### src/rtl/pipe_stage_buffer_if.sv
// Valid/ready handshake bundle for one pipeline stage boundary.
// The master drives the word forward and the slave answers with ready.
interface pipe_stage_buffer_if #(
    parameter int DATA_W = 32,
    parameter int CTRL_W = 8
);
    logic              valid;
    logic              ready;
    logic [DATA_W-1:0] data;
    logic [CTRL_W-1:0] ctrl;

    modport master (
        output valid,
        output data,
        output ctrl,
        input  ready
    );

    modport slave (
        input  valid,
        input  data,
        input  ctrl,
        output ready
    );
endinterface

### src/rtl/pipe_stage_buffer.sv
// Inter-stage pipeline register with valid/ready handshake, flush, optional skid entry
// and a saturating back-pressure cycle counter. Control bits read as zero for any bubble.
module pipe_stage_buffer #(
    parameter int DATA_W = 32,
    parameter int CTRL_W = 8,
    parameter int SKID   = 1,
    parameter int CNT_W  = 16
) (
    input  logic                 clk,
    input  logic                 rst,
    input  logic                 flush,
    pipe_stage_buffer_if.slave   in_if,
    pipe_stage_buffer_if.master  out_if,
    output logic [CNT_W-1:0]     stall_cycles
);

    typedef enum logic [1:0] {
        ST_EMPTY,
        ST_FULL,
        ST_SKID
    } state_t;

    localparam logic [CNT_W-1:0] STALL_MAX = '1;
    localparam bit               HAS_SKID  = (SKID != 0);

    state_t              state_q, state_d;
    logic [DATA_W-1:0]   main_data_q, main_data_d;
    logic [CTRL_W-1:0]   main_ctrl_q, main_ctrl_d;
    logic [DATA_W-1:0]   skid_data_q, skid_data_d;
    logic [CTRL_W-1:0]   skid_ctrl_q, skid_ctrl_d;
    logic                out_valid_q, out_valid_d;
    logic                in_ready_q, in_ready_d;
    logic [CNT_W-1:0]    stall_q, stall_d;

    logic                in_ready;
    logic                accept;
    logic                drain;

    // Without a skid entry the buffer may refill in the cycle it drains, so ready looks through.
    assign in_ready = in_ready_q | (!HAS_SKID && out_if.ready);
    assign accept   = in_if.valid & in_ready;
    assign drain    = out_valid_q & out_if.ready;

    assign in_if.ready   = in_ready;
    assign out_if.valid  = out_valid_q;
    assign out_if.data   = main_data_q;
    assign out_if.ctrl   = out_valid_q ? main_ctrl_q : '0;
    assign stall_cycles  = stall_q;

    always_comb begin
        state_d     = state_q;
        main_data_d = main_data_q;
        main_ctrl_d = main_ctrl_q;
        skid_data_d = skid_data_q;
        skid_ctrl_d = skid_ctrl_q;
        stall_d     = stall_q;

        if (out_valid_q && !out_if.ready && (stall_q != STALL_MAX)) begin
            stall_d = stall_q + CNT_W'(1);
        end

        if (flush) begin
            state_d     = ST_EMPTY;
            main_data_d = '0;
            main_ctrl_d = '0;
            skid_data_d = '0;
            skid_ctrl_d = '0;
        end else begin
            case (state_q)
                ST_EMPTY: begin
                    if (accept) begin
                        state_d     = ST_FULL;
                        main_data_d = in_if.data;
                        main_ctrl_d = in_if.ctrl;
                    end
                end
                ST_FULL: begin
                    if (accept && drain) begin
                        main_data_d = in_if.data;
                        main_ctrl_d = in_if.ctrl;
                    end else if (accept && HAS_SKID) begin
                        state_d     = ST_SKID;
                        skid_data_d = in_if.data;
                        skid_ctrl_d = in_if.ctrl;
                    end else if (drain) begin
                        state_d     = ST_EMPTY;
                        main_ctrl_d = '0;
                    end
                end
                ST_SKID: begin
                    if (drain) begin
                        state_d     = ST_FULL;
                        main_data_d = skid_data_q;
                        main_ctrl_d = skid_ctrl_q;
                    end
                end
                default: begin
                    state_d     = ST_EMPTY;
                    main_ctrl_d = '0;
                end
            endcase
        end

        // Handshake outputs are decoded from the next state so they come straight off flops.
        out_valid_d = (state_d != ST_EMPTY);
        in_ready_d  = HAS_SKID ? (state_d != ST_SKID) : (state_d == ST_EMPTY);
    end

    always_ff @(posedge clk) begin
        if (rst) begin
            state_q     <= ST_EMPTY;
            main_data_q <= '0;
            main_ctrl_q <= '0;
            skid_data_q <= '0;
            skid_ctrl_q <= '0;
            out_valid_q <= 1'b0;
            in_ready_q  <= 1'b1;
            stall_q     <= '0;
        end else begin
            state_q     <= state_d;
            main_data_q <= main_data_d;
            main_ctrl_q <= main_ctrl_d;
            skid_data_q <= skid_data_d;
            skid_ctrl_q <= skid_ctrl_d;
            out_valid_q <= out_valid_d;
            in_ready_q  <= in_ready_d;
            stall_q     <= stall_d;
        end
    end

endmodule

### src/flat_wrapper.sv
// flat-port wrapper written by rule: the top's interface ports become plain ports
module pipe_stage_buffer_flat 
#(
    parameter int DATA_W = 32,
    parameter int CTRL_W = 8,
    parameter int SKID   = 1,
    parameter int CNT_W  = 16
)
  (clk, rst, flush, stall_cycles, in_if_valid, in_if_data, in_if_ctrl, in_if_ready, out_if_valid, out_if_data, out_if_ctrl, out_if_ready);
  pipe_stage_buffer_if #(.DATA_W(DATA_W), .CTRL_W(CTRL_W)) in_if_i ();
  pipe_stage_buffer_if #(.DATA_W(DATA_W), .CTRL_W(CTRL_W)) out_if_i ();
  input  logic clk;
  input  logic rst;
  input  logic flush;
  output logic [CNT_W-1:0] stall_cycles;
  input wire logic [$bits(in_if_i.valid)-1:0] in_if_valid;
  input wire logic [$bits(in_if_i.data)-1:0] in_if_data;
  input wire logic [$bits(in_if_i.ctrl)-1:0] in_if_ctrl;
  output wire logic [$bits(in_if_i.ready)-1:0] in_if_ready;
  output wire logic [$bits(out_if_i.valid)-1:0] out_if_valid;
  output wire logic [$bits(out_if_i.data)-1:0] out_if_data;
  output wire logic [$bits(out_if_i.ctrl)-1:0] out_if_ctrl;
  input wire logic [$bits(out_if_i.ready)-1:0] out_if_ready;
  assign in_if_i.valid = in_if_valid;
  assign in_if_i.data = in_if_data;
  assign in_if_i.ctrl = in_if_ctrl;
  assign in_if_ready = in_if_i.ready;
  assign out_if_valid = out_if_i.valid;
  assign out_if_data = out_if_i.data;
  assign out_if_ctrl = out_if_i.ctrl;
  assign out_if_i.ready = out_if_ready;
  pipe_stage_buffer #(.DATA_W(DATA_W), .CTRL_W(CTRL_W), .SKID(SKID), .CNT_W(CNT_W)) u_core (.clk(clk), .rst(rst), .flush(flush), .in_if(in_if_i), .out_if(out_if_i), .stall_cycles(stall_cycles));
endmodule
### config.mk
export PLATFORM = sky130hd
export DESIGN_NAME = pipe_stage_buffer_flat
export DESIGN_NICKNAME = d
export VERILOG_FILES = /design/src/rtl/pipe_stage_buffer_if.sv /design/src/rtl/pipe_stage_buffer.sv /design/src/flat_wrapper.sv
export SDC_FILE = /design/constraint.sdc
export NUM_CORES = 1
export LEC_CHECK = 0
export CORE_MARGIN = 2
export CORE_UTILIZATION = 36
export DETAILED_ROUTE_END_ITERATION = 7
export PLACE_DENSITY = 0.59
export SYNTH_ARGS = -nofsm -noshare
export SYNTH_HDL_FRONTEND = slang
export SYNTH_SLANG_ARGS = --single-unit
### constraint.sdc
create_clock -name clk -period 5.23 [get_ports clk]
set_clock_uncertainty 0.1 [all_clocks]
set_input_delay 1.046 -clock clk [delete_from_list [all_inputs] [get_ports clk]]
set_output_delay 1.046 -clock clk [all_outputs]
set_load 0.02 [all_outputs]
==> impl_metrics.yaml, run 1 <==
timing:
  rsz0062_at_grt: "no"
  worst_slack_ns: 2.23
  finalHoldViolCount: 0
  timing_max_transition_violations_final: 0
  max_freq_mhz: 333
  worst_slew_pin_slew_ns: 1.16
  period_minus_slack_ns: 3.00
  post-route-period-util_pct: 57.4
  final-setup-viol-count: 0
  maxSlewHeadroom_pct: 22.9
  setup_total_negative_slack_ns: 0
synthesis:
  synth.ff_latch_count: 100
  synth-edff-count: 0
  syn_nets: 519
  synth_simple_gate_area_share_pct: 20.8
  synth-seq-area-share_pct: 47.4
  synth-xor-area-share_pct: 0.415
  synthAdderAreaFrac_pct: 0.296
  synth_cell_types: 41
  mappedNetlistArea_sq_mm: 0.00422
  synth-compound-area-share_pct: 18.1
  post_synth_mux_area_share_pct: 8.06
  synth_top_area_share_pct: 47.4
  async_flop_share_pct: 0
  synth_largest_area_cell: "sky130_fd_sc_hd__dfxtp_1"
  post-synth-top-count-cell: "sky130_fd_sc_hd__dfxtp_1"
  average_cell_area_after_synthesis_sq_um: 8.92
  synthesis.instances: 473
  yosys-top-cells-area: "sky130_fd_sc_hd__dfxtp_1, sky130_fd_sc_hd__mux2i_1, sky130_fd_sc_hd__nand2_1"
  synthFlopType: "sky130_fd_sc_hd__dfxtp_1"
  dominant_combinational_cell_family_by_area_after_synthesis: "simple AND/OR/NAND/NOR gates"
  number_of_warnings_printed_during_yosys_synthesis: 0
  synth.top_cells.by_count: "sky130_fd_sc_hd__dfxtp_1, sky130_fd_sc_hd__nand2_1, sky130_fd_sc_hd__a21oi_1"
clock_network:
  cts.htree.levels: 3
  post-cts-setup-buffer-count: 0
  clockBufferDepth: 2
  tritoncts.num_buffers: 9
  cts-resized-gates: 0
  tritoncts_clock_tree: "built"
  cts_root_cell: "sky130_fd_sc_hd__clkbuf_16"
  cts.sink_count: 100
  cts.clk_slew.worst_paths_ns: 0.07
  holdBufCountCts: 0
  clock_latency_reported_for_the_late_side_of_the_worst_skew_pair_ns: 0.34
global_route:
  globalRouteTotalUtil_pct: 17.2
  grt_pass1_vias: 3652
  grt_start_max_net_pins: 41
  overflow: 0
  grt_antenna_before_repair: 0
  grt_first_pass_wirelength_um: 17700
layout:
  syn2layout_area_growth_pct: 32.3
  final_core_utilization_pct: 48.9
  drive_above_1_share_pct: 8.59
  final_design_area_no_fill_sq_mm: 0.00558
  antenna_cells_inserted: 0
  finish.cell_count_without_fillers: 702
  layout.nets: 600
critical_path:
  timing.critical_path.arrival_ns: 3.10
  worstReg2RegStart: "u_core.state_q[0]$_SDFF_PP0_"
  criticalPathCategory: "in2reg"
  r2r_setup_slk_ns: 2.79
  critPathRequiredTime_ns: 5.32
  timing.critical_path.to_type: "register"
  worst_setup_path_start_kind: "input pin"
  worstPathMaxFanout: 32
  timing.critical_path.from: "rst"
route:
  via_per_inst: 5.27
  postRouteAntennaNets: 0
  drt-total-wl_um: 10800
  dr_total_vias: 3703
  post-route-drc-count: 0
  dr.first_iter.drc_count: 298
  drtPass1Iterations: 4
  detail_route.wl_per_cell_um: 15.4
min_path:
  min-delay-path-class: "reg2reg"
  timing.hold.worst.start: "u_core.skid_data_q[28]$_SDFFE_PP0P_"
die:
  die_width_um: 112
  die_area_sq_mm: 0.0126
  rows: 39
  start_util_pct: 37.0
  core_sq_mm: 0.0114
  die_height_um: 112
  i_o_pin_count: 103
power:
  power_leakage_nw: 2.04
  clockPowerShare_pct: 39.8
  switching_share_pct: 26.2
  power.share.sequential_pct: 48.6
  peakVddDrop_uv: 151
  net-switching-power_w: 0.000428
  power.share.combinational_pct: 11.5
  p_per_area_mw_per_mm2: 293
  intPower_w: 0.00120
place:
  half_perimeter_wire_length_after_detailed_placement_um: 6970
  port-buffer-count: 102
  place_ws_ns: 1.86
  placed_cells_incl_taps: 686
  globalplace.congestion: 0.751
  dpl_cell_area_sq_mm: 0.00529
outcome:
  result_of_the_run: "finished clean"
run:
  max_cap_violations: 0
## stage by stage
step,hold WS (ns),total power [W]
after floorplan,0.336,0.000912
after global routing,0.378,0.00170
final,0.355,0.00163
after detailed placement,0.346,0.00100
after CTS,0.355,0.00165
after global placement,0.341,0.000997
## power groups by stage
stage | clock network (W) | registers (W) | logic (W)
floorplan | 0 | 0.000824 | 0.0000873
global placement | 0 | 0.000811 | 0.000186
detailed placement | 0 | 0.000811 | 0.000189
CTS | 0.000669 | 0.000794 | 0.000190
global route | 0.000701 | 0.000796 | 0.000205
finish | 0.000651 | 0.000794 | 0.000189
## state kept, by name, indices dropped and copies added (netlist names)
register / flops
u_core.out_if.data: 32
u_core.skid_data_q: 32
u_core.stall_cycles: 16
u_core.main_ctrl_q: 8
u_core.skid_ctrl_q: 8
u_core.state_q: 2
u_core.in_if.ready: 1
u_core.out_if.valid: 1
## cells in the final DEF (no fill, tap or decap), types with 3 or more instances in the layout
cell                              instances
sky130_fd_sc_hd__o21ai_1                  9
sky130_fd_sc_hd__nor3_1                  32
sky130_fd_sc_hd__clkbuf_16                9
sky130_fd_sc_hd__inv_1                    4
sky130_fd_sc_hd__or4_1                    3
sky130_fd_sc_hd__mux2i_1                 34
sky130_fd_sc_hd__buf_4                    5
sky130_fd_sc_hd__a222oi_1                 8
sky130_fd_sc_hd__and2_1                   9
sky130_fd_sc_hd__dfxtp_1                100
sky130_fd_sc_hd__nand2_1                 88
sky130_fd_sc_hd__clkdlybuf4s50_1        102
sky130_fd_sc_hd__o31ai_1                  3
sky130_fd_sc_hd__or3_2                    9
sky130_fd_sc_hd__o21ai_0                  3
sky130_fd_sc_hd__a21oi_1                 49
sky130_fd_sc_hd__nor2_1                  13
sky130_fd_sc_hd__clkinv_4                 3
sky130_fd_sc_hd__nand4_1                  6
sky130_fd_sc_hd__a211oi_1                32
sky130_fd_sc_hd__nand3_1                  3
sky130_fd_sc_hd__a21oi_2                  6
## metal layers
metal | routed length, um | part of all wire [%] | vias up | track usage (%)
met2 | 5300 | 49 | 94 | 29.0
met3 | 538 | 5.0 | 8 | 4.59
met4 | 76 | 0.70 | 0 | 3.82
met1 | 4920 | 45 | 1751 | 22.3
met5 | 0 | 0 | - | 0
li1 | - | - | 1850 | -
## layout make-up
cell class | count | area, sq um
Clock buffer | 9 | 225
Timing Repair Buffer | 107 | 1060
Fill cell | 1099 | 5840
Clock inverter | 7 | 71.3
Inverter | 4 | 15.0
Tap cell | 143 | 179
Sequential cell | 100 | 2000
Multi-Input combinational cell | 332 | 2030
## worst max-delay path: stages
cell                              delay (ns)
sky130_fd_sc_hd__clkdlybuf4s50_1        0.96
sky130_fd_sc_hd__or2_2                  0.58
sky130_fd_sc_hd__buf_4                  0.42
sky130_fd_sc_hd__a211oi_1               0.08
## path summary, 6_finish.rpt
| path | to | cells after the start |
|---|---|---|
| worst max-delay path | u_core.out_if.data[17]$_SDFFE_PP0P_ | 4 |
| worst min-delay path | u_core.skid_data_q[28]$_SDFFE_PP0P_ | 2 |
| worst max register to register | u_core.main_ctrl_q[7]$_SDFFE_PP0P_ | 4 |
| worst min register to register | u_core.skid_data_q[28]$_SDFFE_PP0P_ | 2 |
## kinds of logic after synthesis
family	after synthesis
multiplexers	34
AND/OR/NAND/NOR	180
flip-flops	100
AO/OA/AOI/OAI	115
XOR/XNOR	2
buffers and inverters	41
adder cells (fa/ha/maj)	1
(Power assumes the default switching activity.)
==> run 2: changes to the inputs <==
--- a/config.mk
+++ b/config.mk
@@ -8,7 +8,7 @@
 export CORE_MARGIN = 2
 export CORE_UTILIZATION = 36
 export DETAILED_ROUTE_END_ITERATION = 7
-export PLACE_DENSITY = 0.59
+export PLACE_DENSITY = 0.62
 export SYNTH_ARGS = -nofsm -noshare
 export SYNTH_HDL_FRONTEND = slang
 export SYNTH_SLANG_ARGS = --single-unit
==> constraint.sdc (replaced) <==
create_clock -name clk -period 2.45 [get_ports clk]
set_clock_uncertainty 0.1 [all_clocks]
set_input_delay 0.49 -clock clk [delete_from_list [all_inputs] [get_ports clk]]
set_output_delay 0.49 -clock clk [all_outputs]
set_load 0.02 [all_outputs]
==> impl_metrics.yaml, run 2 (same netlist as run 1, synthesis figures left out) <==
critical_path:
  critPathRequiredTime_ns: 1.86
  crit_slowest_cell: "sky130_fd_sc_hd__clkdlybuf4s50_1"
  list_of_cells_traversed_by_the_critical_path: "and2_1 > clkdlybuf4s50_1"
  timing.critical_path.to_type: "primary output"
  worstPathMaxFanout: 13
  worst_setup_path_start_kind: "register"
  critical-path-max-stage-delay_ns: 0.61
  timing.critical_path.arrival_ns: 1.73
  criticalPathCategory: "reg2out"
power:
  clockPowerShare_pct: 38.9
  power.share.combinational_pct: 12.1
  switching_share_pct: 24.5
  peakVddDrop_uv: 345
  intPower_w: 0.00261
  net-switching-power_w: 0.000846
  power_leakage_nw: 2.09
  p_per_area_mw_per_mm2: 605
  power.share.sequential_pct: 49.0
  report.power.total_w: 0.00346
route:
  via_per_inst: 5.22
  post-route-drc-count: 0
  drtPass1Iterations: 6
  dr.first_iter.drc_count: 193
  drt-total-wl_um: 10600
  dr_total_vias: 3700
  detail_route.wl_per_cell_um: 15.0
  postRouteAntennaNets: 0
min_path:
  min-delay-path-class: "reg2reg"
die:
  rows: 39
  start_util_pct: 37.0
  die_height_um: 112
  i_o_pin_count: 103
  die_width_um: 112
  core_sq_mm: 0.0114
  die_area_sq_mm: 0.0126
global_route:
  grt_start_max_net_pins: 49
  grt_first_pass_wirelength_um: 17500
  globalRouteTotalUtil_pct: 16.9
  grt_antenna_before_repair: 0
  grt_pass1_vias: 3695
  overflow: 0
layout:
  layout_commonest_cell: "sky130_fd_sc_hd__clkdlybuf4s50_1"
  antenna_cells_inserted: 0
  fillers: 1079
  layout.nets: 608
  syn2layout_area_growth_pct: 35.3
  top_library_cells_by_usage_in_the_layout_fill_and_taps_aside: "sky130_fd_sc_hd__clkdlybuf4s50_1, sky130_fd_sc_hd__dfxtp_1, sky130_fd_sc_hd__nand2_1, sky130_fd_sc_hd__a21oi_1, sky130_fd_sc_hd__mux2i_1"
  drive_above_1_share_pct: 9.54
  finish.cell_count_without_fillers: 709
timing:
  timing_max_transition_violations_final: 0
  hold-worst-slack_ns: 0.356
  maxSlewHeadroom_pct: 33.4
  worst_slew_pin_slew_ns: 0.988
  rsz0062_at_grt: "no"
  finalHoldViolCount: 0
  post-route-period-util_pct: 94.6
  worst_slack_ns: 0.133
  setup_total_negative_slack_ns: 0
  period_minus_slack_ns: 2.32
  max_freq_mhz: 432
  final-setup-viol-count: 0
clock_network:
  cts-resized-gates: 0
  cts_root_cell: "sky130_fd_sc_hd__clkbuf_16"
  clock_latency_reported_for_the_late_side_of_the_worst_skew_pair_ns: 0.34
  post-cts-setup-buffer-count: 0
  tritoncts.num_buffers: 9
  cts.sink_count: 100
  clockBufferDepth: 2
  cts.clk_slew.worst_paths_ns: 0.07
  tritoncts_clock_tree: "built"
  cts.htree.levels: 3
  holdBufCountCts: 0
place:
  half_perimeter_wire_length_after_detailed_placement_um: 7110
  place_ws_ns: 0.122
  globalplace.congestion: 0.810
  port-buffer-count: 102
  placed_cells_incl_taps: 693
run:
  max_cap_violations: 0
outcome:
  result_of_the_run: "finished clean"
## run 2: cell count changes in the layout (fill, tap and decap cells not counted), sizes merged
cell	delta
buf	+7
clkbuf	+3
inv	-3
clkinvlp	+3
o41ai	+1
clkinv	-4
## run 2: power groups by stage
stage / logic [W] / registers, W / clock network (W)
floorplan: 0.000186 / 0.00176 / 0
global placement: 0.000416 / 0.00173 / 0
detailed placement: 0.000422 / 0.00173 / 0
CTS: 0.000423 / 0.00170 / 0.00138
global route: 0.000457 / 0.00170 / 0.00144
finish: 0.000419 / 0.00169 / 0.00134
## run 2: worst paths after layout
| path | cells past startpoint | slack (ns) | from | endpoint |
|---|---|---|---|---|
| worst max-delay path | 2 | 0.13 | u_core.out_if.valid$_SDFF_PP0_ | out_if_ctrl[7] |
| worst min-delay path | 2 | 0.36 | u_core.skid_data_q[24]$_SDFFE_PP0P_ | u_core.skid_data_q[24]$_SDFFE_PP0P_ |
| worst max register to register | 5 | 0.19 | u_core.stall_cycles[0]$_SDFFE_PP0P_ | u_core.stall_cycles[6]$_SDFFE_PP0P_ |
| worst min register to register | 2 | 0.36 | u_core.skid_data_q[24]$_SDFFE_PP0P_ | u_core.skid_data_q[24]$_SDFFE_PP0P_ |
## run 2: per-layer routing
layer  up-vias  wire [um]  track usage [%]
li1       1870          -                -
met2        81       5080             28.9
met4         0        170             4.96
met5         -          0                0
met3        14        642             5.51
met1      1735       4750             20.5
## run 2: final cells by class
type / count / area, sq um / share of cell area [%]
Multi-Input combinational cell: 333 / 2050 / 35.9
Sequential cell: 100 / 2000 / 35.1
Timing Repair Buffer: 114 / 1190 / 20.8
Clock buffer: 12 / 256 / 4.49
Tap cell: 143 / 179 / 3.13
Clock inverter: 3 / 22.5 / 0.394
Inverter: 4 / 15.0 / 0.263
## run 2: through the flow
stage / area [sq um] / util, %
2_1_floorplan: 4220 / -
3_3_place_gp: 5410 / 47.4
3_5_place_dp: 5410 / 47.4
4_1_cts: 5690 / 49.9
5_1_grt: 5710 / 50.0
6_report: 5710 / 50.0
## run 2: worst max-delay path, delay by kind of cell (launching register included)
family / cells / cell delay (ns)
flip-flops: 1 / 0.56
buffers and inverters: 1 / 0.61
AND/OR/NAND/NOR: 1 / 0.22
